==> config.mk <==
export PLATFORM = sky130hd
export DESIGN_NAME = regfile_mp_flat
export DESIGN_NICKNAME = d
export VERILOG_FILES = /design/src/rtl/regfile_pkg.sv /design/src/rtl/regfile_mp_if.sv /design/src/rtl/regfile_clear_seq.sv /design/src/rtl/regfile_mp.sv /design/src/flat_wrapper.sv
export SDC_FILE = /design/constraint.sdc
export NUM_CORES = 2
export LEC_CHECK = 0
export ABC_CLOCK_PERIOD_IN_PS = 8750
export CORE_MARGIN = 2
export CORE_UTILIZATION = 34
export CTS_CLUSTER_DIAMETER = 200
export DETAILED_ROUTE_END_ITERATION = 12
export SLEW_MARGIN = 20
export SYNTH_ARGS = -nofsm -noshare
export SYNTH_HDL_FRONTEND = slang
export SYNTH_HIERARCHICAL = 1
export SYNTH_SLANG_ARGS = --single-unit
export TNS_END_PERCENT = 100
==> constraint.sdc <==
create_clock -name CLK -period 8.75 [get_ports CLK]
set_input_delay 1.3125 -clock CLK [delete_from_list [all_inputs] [get_ports CLK]]
set_output_delay 1.3125 -clock CLK [all_outputs]
set_load 0.05 [all_outputs]
==> src/rtl/regfile_pkg.sv <==
// regfile_pkg: shared state encoding, default sizes and address-width helper for regfile_mp
package regfile_pkg;
  typedef enum logic {CLEAR = 1'b0, READY = 1'b1} state_t;
  localparam int DEF_WIDTH = 32;
  localparam int DEF_DEPTH = 32;
  function automatic int addr_w(input int depth);
    return (depth > 2) ? $clog2(depth) : 1;
  endfunction
endpackage

==> src/rtl/regfile_mp_if.sv <==
// regfile_mp_if: write/read port bundle of the multi-port register file
interface regfile_mp_if import regfile_pkg::*; #(
  parameter int WIDTH = DEF_WIDTH,
  parameter int AW    = addr_w(DEF_DEPTH),
  parameter int NREAD = 2
);
  logic [1:0]                 we;
  logic [1:0][AW-1:0]         wa;
  logic [1:0][WIDTH-1:0]      wd;
  logic [NREAD-1:0][AW-1:0]   ra;
  logic [NREAD-1:0][WIDTH-1:0] rd;
  logic                       ready;
  logic                       wcoll;
  modport master (output we, wa, wd, ra, input rd, ready, wcoll);
  modport slave  (input we, wa, wd, ra, output rd, ready, wcoll);
endinterface

==> src/rtl/regfile_clear_seq.sv <==
// regfile_clear_seq: post-reset sequencer that zeroes every entry before reporting ready
module regfile_clear_seq import regfile_pkg::*; #(
  parameter int DEPTH = DEF_DEPTH,
  parameter int AW    = addr_w(DEPTH)
) (
  input  logic          i_clk,
  input  logic          i_rst,
  output logic          o_clr_we,
  output logic [AW-1:0] o_clr_addr,
  output logic          o_ready
);
  state_t        r_state;
  logic [AW-1:0] r_clr_ptr;
  always_ff @(posedge i_clk) begin
    if (i_rst) begin
      r_state   <= CLEAR;
      r_clr_ptr <= '0;
    end else if (r_state == CLEAR) begin
      r_clr_ptr <= r_clr_ptr + AW'(1);
      if (r_clr_ptr == AW'(DEPTH - 1)) r_state <= READY;
    end
  end
  assign o_clr_we   = (r_state == CLEAR);
  assign o_clr_addr = r_clr_ptr;
  assign o_ready    = (r_state == READY);
endmodule

==> src/rtl/regfile_mp.sv <==
// regfile_mp: parametrised register file, two prioritised write ports, NREAD bypassed read ports
module regfile_mp import regfile_pkg::*; #(
  parameter int WIDTH    = DEF_WIDTH,
  parameter int DEPTH    = DEF_DEPTH,
  parameter int NREAD    = 2,
  parameter int ZERO_REG = 1,
  parameter int BYPASS   = 1
) (
  input logic         CLK,
  input logic         RST,
  regfile_mp_if.slave bus
);
  localparam int AW = addr_w(DEPTH);
  localparam logic [AW:0] LP_DEPTH = (AW+1)'(DEPTH);
  logic [WIDTH-1:0] r_rf [DEPTH];
  logic             r_wcoll;
  logic             w_clr_we;
  logic             w_ready;
  logic [AW-1:0]    w_clr_addr;
  logic [1:0]       w_commit;
  regfile_clear_seq #(.DEPTH(DEPTH), .AW(AW)) u_clr (
    .i_clk      (CLK),
    .i_rst      (RST),
    .o_clr_we   (w_clr_we),
    .o_clr_addr (w_clr_addr),
    .o_ready    (w_ready)
  );
  for (genvar p = 0; p < 2; p++) begin : g_wr
    assign w_commit[p] = w_ready && bus.we[p] && ({1'b0, bus.wa[p]} < LP_DEPTH) &&
                         !(ZERO_REG != 0 && bus.wa[p] == '0);
  end
  // port 1 is assigned last so it wins a same-address collision
  always_ff @(posedge CLK) begin
    if (w_clr_we) r_rf[w_clr_addr] <= '0;
    if (w_commit[0]) r_rf[bus.wa[0]] <= bus.wd[0];
    if (w_commit[1]) r_rf[bus.wa[1]] <= bus.wd[1];
    r_wcoll <= !RST && (&w_commit) && (bus.wa[0] == bus.wa[1]);
  end
  for (genvar i = 0; i < NREAD; i++) begin : g_rd
    logic [AW-1:0] w_ra;
    logic          w_null;
    logic          w_hit1;
    logic          w_hit0;
    assign w_ra   = bus.ra[i];
    assign w_null = !w_ready || ({1'b0, w_ra} >= LP_DEPTH) || (ZERO_REG != 0 && w_ra == '0);
    assign w_hit1 = BYPASS != 0 && w_commit[1] && bus.wa[1] == w_ra;
    assign w_hit0 = BYPASS != 0 && w_commit[0] && bus.wa[0] == w_ra;
    assign bus.rd[i] = w_null ? '0 : w_hit1 ? bus.wd[1] : w_hit0 ? bus.wd[0] : r_rf[w_ra];
  end
  assign bus.ready = w_ready;
  assign bus.wcoll = r_wcoll;
endmodule

==> src/flat_wrapper.sv <==
// flat-port wrapper written by rule: the top's interface ports become plain ports
module regfile_mp_flat import regfile_pkg::*;
#(
  parameter int WIDTH    = DEF_WIDTH,
  parameter int DEPTH    = DEF_DEPTH,
  parameter int NREAD    = 2,
  parameter int ZERO_REG = 1,
  parameter int BYPASS   = 1
)
  (CLK, RST, bus_we, bus_wa, bus_wd, bus_ra, bus_rd, bus_ready, bus_wcoll);
  regfile_mp_if #(.WIDTH(WIDTH), .AW(5), .NREAD(NREAD)) bus_i ();
  input logic CLK;
  input logic RST;
  input wire logic [$bits(bus_i.we)-1:0] bus_we;
  input wire logic [$bits(bus_i.wa)-1:0] bus_wa;
  input wire logic [$bits(bus_i.wd)-1:0] bus_wd;
  input wire logic [$bits(bus_i.ra)-1:0] bus_ra;
  output wire logic [$bits(bus_i.rd)-1:0] bus_rd;
  output wire logic [$bits(bus_i.ready)-1:0] bus_ready;
  output wire logic [$bits(bus_i.wcoll)-1:0] bus_wcoll;
  assign bus_i.we = bus_we;
  assign bus_i.wa = bus_wa;
  assign bus_i.wd = bus_wd;
  assign bus_i.ra = bus_ra;
  assign bus_rd = bus_i.rd;
  assign bus_ready = bus_i.ready;
  assign bus_wcoll = bus_i.wcoll;
  regfile_mp #(.WIDTH(WIDTH), .DEPTH(DEPTH), .NREAD(NREAD), .ZERO_REG(ZERO_REG), .BYPASS(BYPASS)) u_core (.CLK(CLK), .RST(RST), .bus(bus_i));
endmodule
==> impl_metrics.env <==
export IMPL_ir_drop_mv=0.162
export IMPL_worstPathArrival_ns=5.83
export IMPL_cts_resized=0
export IMPL_grt_max_degree=102
export IMPL_p_leak_nw=21.2
export IMPL_synthCells=5676
export IMPL_firstDrtPassIters=8
export IMPL_power_mw=11.3
export IMPL_finClkSkew_ns=0.0313
export IMPL_timing_hold_ws_ns=0.632
export IMPL_endpoint_kind="output pin"
export IMPL_synth_area_leaders="edfxtp_1 (49%), mux4_2 (9.5%), a22o_1 (7.2%)"
export IMPL_drt_iter0_markers=7636
export IMPL_wl_met1_um=92700
export IMPL_final_hold_viol_count=0
export IMPL_hold_depth=2
export IMPL_worst_path_max_fanout=31
export IMPL_reg2reg_depth=5
export IMPL_routed_top_layer="met5"
export IMPL_min_from="u_core/u_clr/o_clr_addr[1]"
export IMPL_antenna_found_initial=5
export IMPL_fp_dieArea_um2=188000
export IMPL_final_cells=7942
export IMPL_postCtsSetupRepairBufs=0
export IMPL_ys_seq_elements=1031
export IMPL_rows=157
export IMPL_grt_overflow=0
export IMPL_h_tree_depth=3
export IMPL_yosysTopAreaCell="edfxtp_1"
export IMPL_ant_nets=0
export IMPL_rsz0062_at_grt="no"
export IMPL_syn_to_final_growth_pct=11.8
export IMPL_p_per_area_nw_per_um2=161
export IMPL_io_pins=154
export IMPL_cap_viol_max_count=0
export IMPL_finalNetCount=5482
export IMPL_hold_end="u_core/u_clr/o_clr_addr[1]"
export IMPL_routed_wl_um=265000
export IMPL_vias=51700
export IMPL_clkSinkCount=1031
export IMPL_syn_cell_area_um2=62700
export IMPL_finalSetupTns_ns=0
export IMPL_die_x_um=433
export IMPL_root_buffer="clkbuf_16"
export IMPL_drive_above_1_share_pct=15.9
export IMPL_multi_input_area_um2=29500
export IMPL_hold_buffers=0
export IMPL_register_area_um2=30900
export IMPL_slew_violations=0
export IMPL_gp_congestion=0.932
export IMPL_hold_path_class="reg -> reg"
export IMPL_final_area_um2=70100
export IMPL_synthArstFlopShare_pct=0
export IMPL_cts_path_max_buffers=3
export IMPL_clk_latency_ns=0.75
export IMPL_startpoint_type="input pin"
export IMPL_dp_cells=7748
export IMPL_grt_pass1_vias=50100
export IMPL_routed_via_density=6.51
export IMPL_initial_core_util_pct=34.2
export IMPL_max_slew_margin_rel_pct=22.6
export IMPL_synth_warnings=6
export IMPL_core_area_um2=183000
export IMPL_netlist_area_leader_share_pct=49.0
export IMPL_grt_pass1_wl_um=370000
export IMPL_outcome="finished, final reports clean"
export IMPL_seq_area_frac_synth_pct=49.3
export IMPL_io_buffers=153
export IMPL_numCtsBuffers=106
export IMPL_yosysUniqueCellTypes=51
export IMPL_met3_length_um=31300
export IMPL_worstSetupPathType="in -> out"
export IMPL_r2r_setup_slack_ns=4.24
export IMPL_fp_dieH_um=433
export IMPL_nFillCells=17400
export IMPL_hpwl_um=147000
export IMPL_cts_tree="built"
export IMPL_drc=0
export IMPL_worst_slew_pin_slew_ns=1.15
export IMPL_avgSynthCellArea_um2=11.0
export IMPL_final_setup_viol_count=0
export IMPL_dpl_cell_area_um2=66600
export IMPL_clk_pin_slew_ns=0.06
export IMPL_period_minus_slack_ns=7.14
export IMPL_synth_edff_count=1024
export IMPL_post_drt_wl_per_cell_um=33.3
export IMPL_reg2reg_from="u_core/u_clr/o_ready"
export IMPL_fin_crit_sh_pct=81.7
export IMPL_wl_met2_um=120000
export IMPL_track_usage_pct=27.3
export IMPL_crit_required_ns=7.44
export IMPL_synth_main_ff_cell="edfxtp_1"
export IMPL_reg2reg_to="u_core/r_rf[5][4]"
export IMPL_max_freq_mhz=140
==> synth_stat cells (62+ instances only) <==
master / count
mux4_2: 264
o22ai_1: 124
a22oi_1: 62
mux2i_1: 374
nand3_1: 100
edfxtp_1: 1024
o21ai_0: 574
nor2_1: 96
a211o_1: 124
o221ai_1: 125
clkbuf_1: 585
buf_1: 114
a22o_1: 512
a21oi_1: 125
mux2_2: 128
nand2_1: 1119
==> registers in the layout, indices dropped and copies added (netlist names) <==
signal                   flops
u_core/u_clr/o_clr_addr      5
u_core/u_clr/o_ready         1
u_core/r_rf               1024
u_core/bus.wcoll             1
==> cell usage in the layout (no fill, tap or decap), drive strengths merged, types with 15 or more instances in the layout <==
cell type      Yosys  layout
conb               1      32
clkdlybuf4s50      0     145
mux2i            374     374
clkbuf           586     127
o21ai            574     574
o221ai           125     125
a211o            124     124
buf              188     206
mux4             264     264
nand2           1119    1119
a21oi            125     125
a22oi             62      62
nor2              96      96
or3               15      15
edfxtp          1024    1024
mux2             128     128
nand3            100     100
clkinv             0      44
o22ai            124     124
a22o             512     512
==> cell families after synthesis <==
kind of cell    after synthesis  share of synthesized area (%)
fa+ha+maj                     2                         0.0399
buf+inv                     775                           4.87
other cells                   1                        0.00598
xor+xnor                     28                          0.391
compound gates             1667                           18.5
flops                      1031                           49.3
mux                         766                           17.8
simple gates               1406                           9.14
==> stage by stage <==
step | utilization (%) | setup WS [ns]
floorplan | - | 3.80
global placement | 36.4 | 1.87
detailed placement | 36.4 | 1.79
CTS | 38.3 | 1.77
global route | 38.3 | 1.57
finish | 38.3 | 1.61
==> power by group <==
part	total, mW	switching [mW]	internal, mW
registers	5.44	0.0265	5.42
logic	1.10	0.768	0.328
clock network	4.73	2.06	2.66
total	11.3	2.86	8.41
==> critical path: stages <==
cell and delay, ns:
clkdlybuf4s50_1 0.63, or3_1 0.64, o311ai_4 0.40, nor4_4 0.10, or4_2 0.99, a211o_1 0.40, nand3_1 0.40, clkdlybuf4s50_1 0.91
==> worst max-delay path by stage <==
stage	depth (start not counted)	from	slack, ns	endpoint
2_1_floorplan	5	u_core/u_clr/o_ready	3.80	u_core/r_rf[0][0]
3_3_place_gp	8	bus_wa[7]	1.87	bus_rd[13]
4_1_cts	8	bus_wa[9]	1.77	bus_rd[13]
5_1_grt	9	bus_wa[7]	1.57	bus_rd[20]
6_report	8	bus_wa[9]	1.61	bus_rd[20]
3_5_place_dp	8	bus_wa[7]	1.79	bus_rd[13]
==> layout make-up <==
| cell class | count | share of cell area, % |
|---|---|---|
| Antenna cell | 1 | 0.00357 |
| Clock buffer | 127 | 3.96 |
| Clock inverter | 66 | 1.00 |
| Inverter | 1 | 0.00536 |
| Multi-Input combinational cell | 3901 | 42.0 |
| Sequential cell | 1031 | 44.1 |
| Tap cell | 2464 | 4.40 |
| Timing Repair Buffer | 351 | 4.52 |
==> layer usage <==
| layer | vias to the layer above | track usage, % |
|---|---|---|
| li1 | 21200 | - |
| met1 | 25600 | 32.9 |
| met2 | 3886 | 43.1 |
| met3 | 1061 | 6.89 |
| met4 | 4 | 18.6 |
| met5 | - | 0 |
No activity file was read; power rests on OpenSTA's default activity.
